### src/rtl/gamma_winner_capture_if.sv
// gamma_winner_capture_if: frame hand-off bus from the gamma winner capture
// stage to the STDP/readout consumer. The producer drives the frame and
// result_valid; the consumer drives result_ready.
interface gamma_winner_capture_if #(
    parameter int NUM_INPUTS = 16,
    parameter int TW         = 4,
    parameter int CW         = 5
);
    logic                     result_valid;
    logic                     result_ready;
    logic [NUM_INPUTS-1:0]    result_mask;
    logic [NUM_INPUTS*TW-1:0] result_times;
    logic [CW-1:0]            result_count;

    modport master (
        output result_valid,
        output result_mask,
        output result_times,
        output result_count,
        input  result_ready
    );

    modport slave (
        input  result_valid,
        input  result_mask,
        input  result_times,
        input  result_count,
        output result_ready
    );
endinterface

### src/rtl/gamma_winner_capture.sv
// gamma_winner_capture: sits after the kWTA inhibition block. Runs the
// gamma-cycle timebase, resets the kWTA at each gamma boundary, records the
// first-spike offset of every kWTA output line within a gamma cycle and
// publishes the frame over a valid/ready bus at the boundary.
// Optional build macro WINNER_LIMIT_EN: cap captures at K lines per frame
// (lowest index wins on ties) and expose a saturating excess_spikes_o count.
module gamma_winner_capture #(
    parameter int GAMMA_CYCLE_WIDTH = 16,
    parameter int PULSE_WIDTH       = 8,
    parameter int NUM_INPUTS        = 16,
    parameter int K                 = 4,
    localparam int TW = (GAMMA_CYCLE_WIDTH > 2) ? $clog2(GAMMA_CYCLE_WIDTH) : 1,
    localparam int CW = $clog2(NUM_INPUTS + 1)
) (
    input  logic                  clk,
    input  logic                  rst,
    input  logic                  en_i,
    input  logic [NUM_INPUTS-1:0] spikes_in_i,
    output logic                  kwta_rst_o,
    output logic [TW-1:0]         gamma_time_o,
    output logic                  overflow_o,
`ifdef WINNER_LIMIT_EN
    output logic [CW-1:0]         excess_spikes_o,
`endif
    gamma_winner_capture_if.master res
);

    localparam logic [TW-1:0] LAST_OFFSET = TW'(GAMMA_CYCLE_WIDTH - 1);

    // Reject configurations the timebase cannot represent.
    if (GAMMA_CYCLE_WIDTH < 2 || PULSE_WIDTH < 1 || NUM_INPUTS < 1 || K < 1) begin : g_cfg_check
        $error("gamma_winner_capture: invalid parameter set");
    end

    function automatic logic [CW-1:0] popcount(input logic [NUM_INPUTS-1:0] v);
        logic [CW-1:0] cnt;
        cnt = '0;
        for (int i = 0; i < NUM_INPUTS; i++) begin
            cnt = cnt + CW'(v[i]);
        end
        return cnt;
    endfunction

    // Timebase and edge-detection state
    logic [TW-1:0]         gamma_q, gamma_d;
    logic                  post_bnd_q, post_bnd_d;
    logic [NUM_INPUTS-1:0] prev_q, prev_d;

    // Capture state for the frame in progress
    logic [NUM_INPUTS-1:0]          cap_mask_q, cap_mask_d;
    logic [NUM_INPUTS-1:0][TW-1:0]  cap_time_q, cap_time_d;

    // Published frame
    logic                           valid_q, valid_d;
    logic [NUM_INPUTS-1:0]          res_mask_q, res_mask_d;
    logic [NUM_INPUTS-1:0][TW-1:0]  res_times_q, res_times_d;
    logic [CW-1:0]                  res_count_q, res_count_d;
    logic                           ovf_q, ovf_d;

    // Combinational helpers
    logic                           boundary;
    logic                           publish_ok;
    logic [NUM_INPUTS-1:0]          prev_eff;
    logic [NUM_INPUTS-1:0]          cand;
    logic [NUM_INPUTS-1:0]          accept;
    logic [NUM_INPUTS-1:0]          fin_mask;
    logic [NUM_INPUTS-1:0][TW-1:0]  fin_time;

    assign boundary   = en_i && (gamma_q == LAST_OFFSET);
    assign publish_ok = !valid_q || res.result_ready;

    // Rising-edge candidates; history is ignored at offset 0 so a line that
    // is already high when a new frame opens still registers at time 0.
    always_comb begin
        prev_eff = post_bnd_q ? '0 : prev_q;
        cand     = '0;
        if (en_i) begin
            cand = spikes_in_i & ~prev_eff & ~cap_mask_q;
        end
    end

`ifdef WINNER_LIMIT_EN
    localparam int CNT_MAX = (1 << CW) - 1;

    logic [CW-1:0] excess_q, excess_d;
    int            slots_v;
    int            taken_v;
    int            extra_v;
    int            sum_v;

    // Grant remaining winner slots lowest-index first; count the losers.
    always_comb begin
        accept  = '0;
        taken_v = 0;
        extra_v = 0;
        slots_v = K - int'(popcount(cap_mask_q));
        for (int i = 0; i < NUM_INPUTS; i++) begin
            if (cand[i]) begin
                if (taken_v < slots_v) begin
                    accept[i] = 1'b1;
                    taken_v   = taken_v + 1;
                end else begin
                    extra_v = extra_v + 1;
                end
            end
        end
        sum_v    = int'(excess_q) + extra_v;
        excess_d = (sum_v > CNT_MAX) ? CW'(CNT_MAX) : CW'(sum_v);
        if (boundary) begin
            excess_d = '0;
        end
    end

    // Excess counter register, cleared by reset.
    always_ff @(posedge clk) begin
        if (rst) begin
            excess_q <= '0;
        end else begin
            excess_q <= excess_d;
        end
    end

    assign excess_spikes_o = excess_q;
`else
    assign accept = cand;
`endif

    // Frame contents including this cycle's accepted spikes.
    always_comb begin
        fin_mask = cap_mask_q | accept;
        fin_time = cap_time_q;
        for (int i = 0; i < NUM_INPUTS; i++) begin
            if (accept[i]) begin
                fin_time[i] = gamma_q;
            end
        end
    end

    // Next-state: timebase, capture clear at boundary, publish/drop, handshake.
    always_comb begin
        gamma_d     = gamma_q;
        post_bnd_d  = post_bnd_q;
        prev_d      = prev_q;
        cap_mask_d  = fin_mask;
        cap_time_d  = fin_time;
        valid_d     = valid_q;
        res_mask_d  = res_mask_q;
        res_times_d = res_times_q;
        res_count_d = res_count_q;
        ovf_d       = ovf_q;

        if (en_i) begin
            gamma_d    = boundary ? '0 : gamma_q + 1'b1;
            prev_d     = spikes_in_i;
            post_bnd_d = boundary;
        end

        if (valid_q && res.result_ready) begin
            valid_d = 1'b0;
        end

        if (boundary) begin
            cap_mask_d = '0;
            cap_time_d = '0;
            if (publish_ok) begin
                valid_d     = 1'b1;
                res_mask_d  = fin_mask;
                res_times_d = fin_time;
                res_count_d = popcount(fin_mask);
            end else begin
                ovf_d = 1'b1;
            end
        end
    end

    // State registers; reset discards capture and any pending frame.
    always_ff @(posedge clk) begin
        if (rst) begin
            gamma_q     <= '0;
            post_bnd_q  <= 1'b0;
            prev_q      <= '0;
            cap_mask_q  <= '0;
            cap_time_q  <= '0;
            valid_q     <= 1'b0;
            res_mask_q  <= '0;
            res_times_q <= '0;
            res_count_q <= '0;
            ovf_q       <= 1'b0;
        end else begin
            gamma_q     <= gamma_d;
            post_bnd_q  <= post_bnd_d;
            prev_q      <= prev_d;
            cap_mask_q  <= cap_mask_d;
            cap_time_q  <= cap_time_d;
            valid_q     <= valid_d;
            res_mask_q  <= res_mask_d;
            res_times_q <= res_times_d;
            res_count_q <= res_count_d;
            ovf_q       <= ovf_d;
        end
    end

    assign kwta_rst_o       = rst | boundary;
    assign gamma_time_o     = gamma_q;
    assign overflow_o       = ovf_q;
    assign res.result_valid = valid_q;
    assign res.result_mask  = res_mask_q;
    assign res.result_times = res_times_q;
    assign res.result_count = res_count_q;

endmodule

### src/flat_wrapper.sv
// flat-port wrapper written by rule: the top's interface ports become plain ports
module gamma_winner_capture_flat 
#(
    parameter int GAMMA_CYCLE_WIDTH = 16,
    parameter int PULSE_WIDTH       = 8,
    parameter int NUM_INPUTS        = 16,
    parameter int K                 = 4,
    localparam int TW = (GAMMA_CYCLE_WIDTH > 2) ? $clog2(GAMMA_CYCLE_WIDTH) : 1,
    localparam int CW = $clog2(NUM_INPUTS + 1)
)
  (clk, rst, en_i, spikes_in_i, kwta_rst_o, gamma_time_o, overflow_o, res_result_valid, res_result_mask, res_result_times, res_result_count, res_result_ready);
  gamma_winner_capture_if #(.NUM_INPUTS(NUM_INPUTS), .TW((4)), .CW((5))) res_i ();
  input  logic clk;
  input  logic rst;
  input  logic en_i;
  input  logic [NUM_INPUTS-1:0] spikes_in_i;
  output logic kwta_rst_o;
  output logic [TW-1:0] gamma_time_o;
  output logic overflow_o;
  output wire logic [$bits(res_i.result_valid)-1:0] res_result_valid;
  output wire logic [$bits(res_i.result_mask)-1:0] res_result_mask;
  output wire logic [$bits(res_i.result_times)-1:0] res_result_times;
  output wire logic [$bits(res_i.result_count)-1:0] res_result_count;
  input wire logic [$bits(res_i.result_ready)-1:0] res_result_ready;
  assign res_result_valid = res_i.result_valid;
  assign res_result_mask = res_i.result_mask;
  assign res_result_times = res_i.result_times;
  assign res_result_count = res_i.result_count;
  assign res_i.result_ready = res_result_ready;
  gamma_winner_capture #(.GAMMA_CYCLE_WIDTH(GAMMA_CYCLE_WIDTH), .PULSE_WIDTH(PULSE_WIDTH), .NUM_INPUTS(NUM_INPUTS), .K(K)) u_core (.clk(clk), .rst(rst), .en_i(en_i), .spikes_in_i(spikes_in_i), .kwta_rst_o(kwta_rst_o), .gamma_time_o(gamma_time_o), .overflow_o(overflow_o), .res(res_i));
endmodule
### config.mk
export PLATFORM = sky130hd
export DESIGN_NAME = gamma_winner_capture_flat
export DESIGN_NICKNAME = d
export VERILOG_FILES = /design/src/rtl/gamma_winner_capture_if.sv /design/src/rtl/gamma_winner_capture.sv /design/src/flat_wrapper.sv
export SDC_FILE = /design/constraint.sdc
export NUM_CORES = 1
export LEC_CHECK = 0
export ABC_AREA = 1
export BUFFER_PORTS_ARGS = -buffer_cell sky130_fd_sc_hd__buf_2
export CAP_MARGIN = 30
export CORE_MARGIN = 2
export CORE_UTILIZATION = 45
export CTS_BUF_LIST = sky130_fd_sc_hd__clkbuf_4
export CTS_CLUSTER_DIAMETER = 120
export DETAILED_ROUTE_END_ITERATION = 16
export HOLD_SLACK_MARGIN = 0.12
export PLACE_DENSITY_LB_ADDON = 0.05
export SLEW_MARGIN = 25
export SYNTH_ARGS = -nofsm -noshare
export SYNTH_HDL_FRONTEND = slang
export SYNTH_SLANG_ARGS = --single-unit
### constraint.sdc
create_clock -name clk -period 6.2 [get_ports clk]
set_input_delay 0.93 -clock clk [delete_from_list [all_inputs] [get_ports clk]]
set_output_delay 0.93 -clock clk [all_outputs]
set_load 0.01 [all_outputs]
==> metrics.txt <==
launching element type of the critical path input pin; maximum resistive drop on vdd 0.000128 V; Worst Setup End Kind flip-flop; cell type with the largest total area after synthesis dfxtp_1; capture instance of the worst register-to-register path u_core.res.result_count[2]; proportion of layout cells with a drive suffix above 1 12.6%; proportion of register bits with asynchronous set or reset after synthesis 0%; routed vias 6,775; placed cell areas 8520 sq um; root buffer cell clkbuf_4; top cell type's share of synthesized area 47.8%; Die Footprint 18,600 sq um; count leader, synth nand2_1; Max Clock Skew 0.0143 ns; routability congestion estimate 0.790; fin crit share 79.4%; average wire per cell in the routed design 13.4 um; portion of the post-synthesis area used by sequential elements 47.8%; number of hold-slack violations in the final timing report 0; flip-flop and latch area 3760 sq um; Max Transition Viols Final 0; status completed; initial antenna violation count 1; max frequency 203 MHz; shortest clock period the worst path allows after layout 4.92 ns; destination of the worst hold path u_core.prev_q[1]; register clock-pin slew on the reported worst setup and hold paths 0.14 ns; endpoint required time on the critical path 6.69 ns; number of nets with antenna violations after routing 0; number of warnings reported in the yosys synthesis log 0; EDFF count, synth 0; hold crit path type reg -> reg; total negative setup slack 0 ns; DRC 0; cell count of the worst hold path 2; overall die width 136 um; post-synth design cell area 7870 sq um; number of optimization iterations in the first detailed-route pass 5; slew margin rel. 35.2%; global-route wire length before repair 30.7 mm; syn avg cell area 7.12 sq um; slew at the pin with the worst max-slew slack 0.972 ns; power per unit of standard cell area 259 nW/um^2; combined area of the multi-input logic cells 3160 sq um; clock net sink count 188; count of max-cap constraint violations 0; number of setup violations in the final report 0; I/O Buffers 111; largest driver fanout on the critical path 22; total detailed-routing wirelength 19.2 mm; post-detailed-route via-to-cell ratio 4.72; leakage dissipation 4.57 nW; y dimension of the die 136 um; Post-Synthesis Net Count 1,141; R2R setup slack 1.57 ns; hpwl dp 12.5 mm; Most used DFF post-synth dfxtp_1; row count 48; starting utilization of the core area 45.8%; final global-route overflow total 0; number of global-route vias before repair 5,958; clock tree from TritonCTS built; clock latency of the later-clocked register in the worst-skew pair 0.59 ns; Hold Path Origin u_core.prev_q[1]; post-cts resize count 0; setup slack of the critical path after layout 1.28 ns; I/O pin count 112; Yosys reg bits 188; data arrival time of the critical path 5.41 ns; Final Instance Area 8770 sq um; All-Layer GR Usage 21.3%; Synth Instances 1,105; worst-case reg-to-reg path depth 16; synth unique cells 24; area growth from synthesis to layout 11.5%; number of H-tree branching levels 4; hold buffer count at cts 0; core region area 17,200 sq um; CTS Buf Count 17; startpoint of the most critical register-to-register path u_core.post_bnd_q; number of nets at the end of the flow 1,231; fillers 1,762; maximum clock insertion buffer count 2; top area cells in the synthesized netlist dfxtp_1 (48%), nand2_1 (17%), inv_1 (8.6%); setup repair after global routing missed its margin false; setup bufs post-CTS 0; worst slack after detailed placement 0.638 ns; most frequent cells after synthesis nand2_1 (346), dfxtp_1 (188), inv_1 (181); iteration-0 DRC count of the detailed router 478; Setup CP Type in -> reg; largest net degree at the start of global routing 87
-- power by group --
group	internal, mW	switching [mW]	total (mW)	leakage [nW]
logic	0.132	0.254	0.386	2.92
clock network	0.201	0.418	0.619	0.121
registers	1.25	0.0120	1.26	1.53
-- metal layers --
layer	track usage [%]	vias to the layer above	share of wire, %
met4	7.35	0	1.7
met2	33.1	141	44
li1	-	3594	-
met3	3.77	24	4.0
met5	0	-	0
met1	29.9	3016	50
-- cell families (layout without fill, tap and decap cells) --
kind of cell             after synthesis  count (layout)  synth area share (%)
adder cells (fa/ha/maj)               16              16                  3.50
other                                  0               2                     0
AND/OR/NAND/NOR                      547             547                  28.7
flip-flops                           188             188                  47.8
XOR/XNOR                               1               1                 0.111
buffers and inverters                231             334                  12.1
AO/OA/AOI/OAI                        122             122                  7.78
-- layout make-up --
type | instances | area share, %
multi-input cells | 686 | 36.0
repair buffers | 117 | 7.08
diodes | 2 | 0.0571
clock buffers | 19 | 1.63
well taps | 225 | 3.21
flip-flops and latches | 188 | 42.9
clock inverters | 13 | 1.16
inverters | 185 | 7.92
-- stage by stage --
stage	utilization [%]	hold slack, ns	std cells	power (mW)
floorplan	-	0.441	1105	1.58
global placement	49.5	0.450	1400	1.68
detailed placement	49.6	0.453	1401	1.68
CTS	51.0	0.473	1433	2.29
global route	51.1	0.491	1435	2.41
finish	51.1	0.471	1435	2.27
-- placed cells by master, fill, tap and decap left out, drive strengths merged, types with 5 or more instances in the layout --
cell	n
a21oi	100
buf	117
clkbuf	19
clkinv	9
clkinvlp	5
dfxtp	188
fa	10
ha	6
inv	183
nand2	346
nand3	19
nand4	65
nor2	113
o21ai	21
-- worst max-delay path by stage --
stage | from | end | slack, ns
detailed placement | en_i | u_core.res.result_count[2] | 0.64
floorplan | en_i | u_core.res.result_count[2] | 1.12
global route | en_i | u_core.res.result_count[2] | 1.06
CTS | en_i | u_core.res.result_count[2] | 1.27
finish | en_i | u_core.res.result_count[2] | 1.28
global placement | en_i | u_core.res.result_count[2] | 0.67
-- critical path: stages --
cell	delay, ns
buf_2	0.40
nand2_1	0.14
inv_1	0.17
nand2_1	0.07
nand2_1	0.08
ha_1	0.23
inv_1	0.08
fa_1	0.42
fa_1	0.53
fa_1	0.52
inv_1	0.05
fa_1	0.49
fa_1	0.44
fa_1	0.39
or2_2	0.28
a21oi_1	0.14
nor2_1	0.06
-- flip-flops by register name (all words and copies together) (netlist names) --
register and flops:
u_core.cap_mask_q 16, u_core.cap_time_q 64, u_core.gamma_time_o 4, u_core.overflow_o 1
u_core.post_bnd_q 1, u_core.prev_q 16, u_core.res.result_count 5, u_core.res.result_mask 16
u_core.res.result_times 64, u_core.res.result_valid 1
Note: power is estimated with default switching activity, not from simulation.
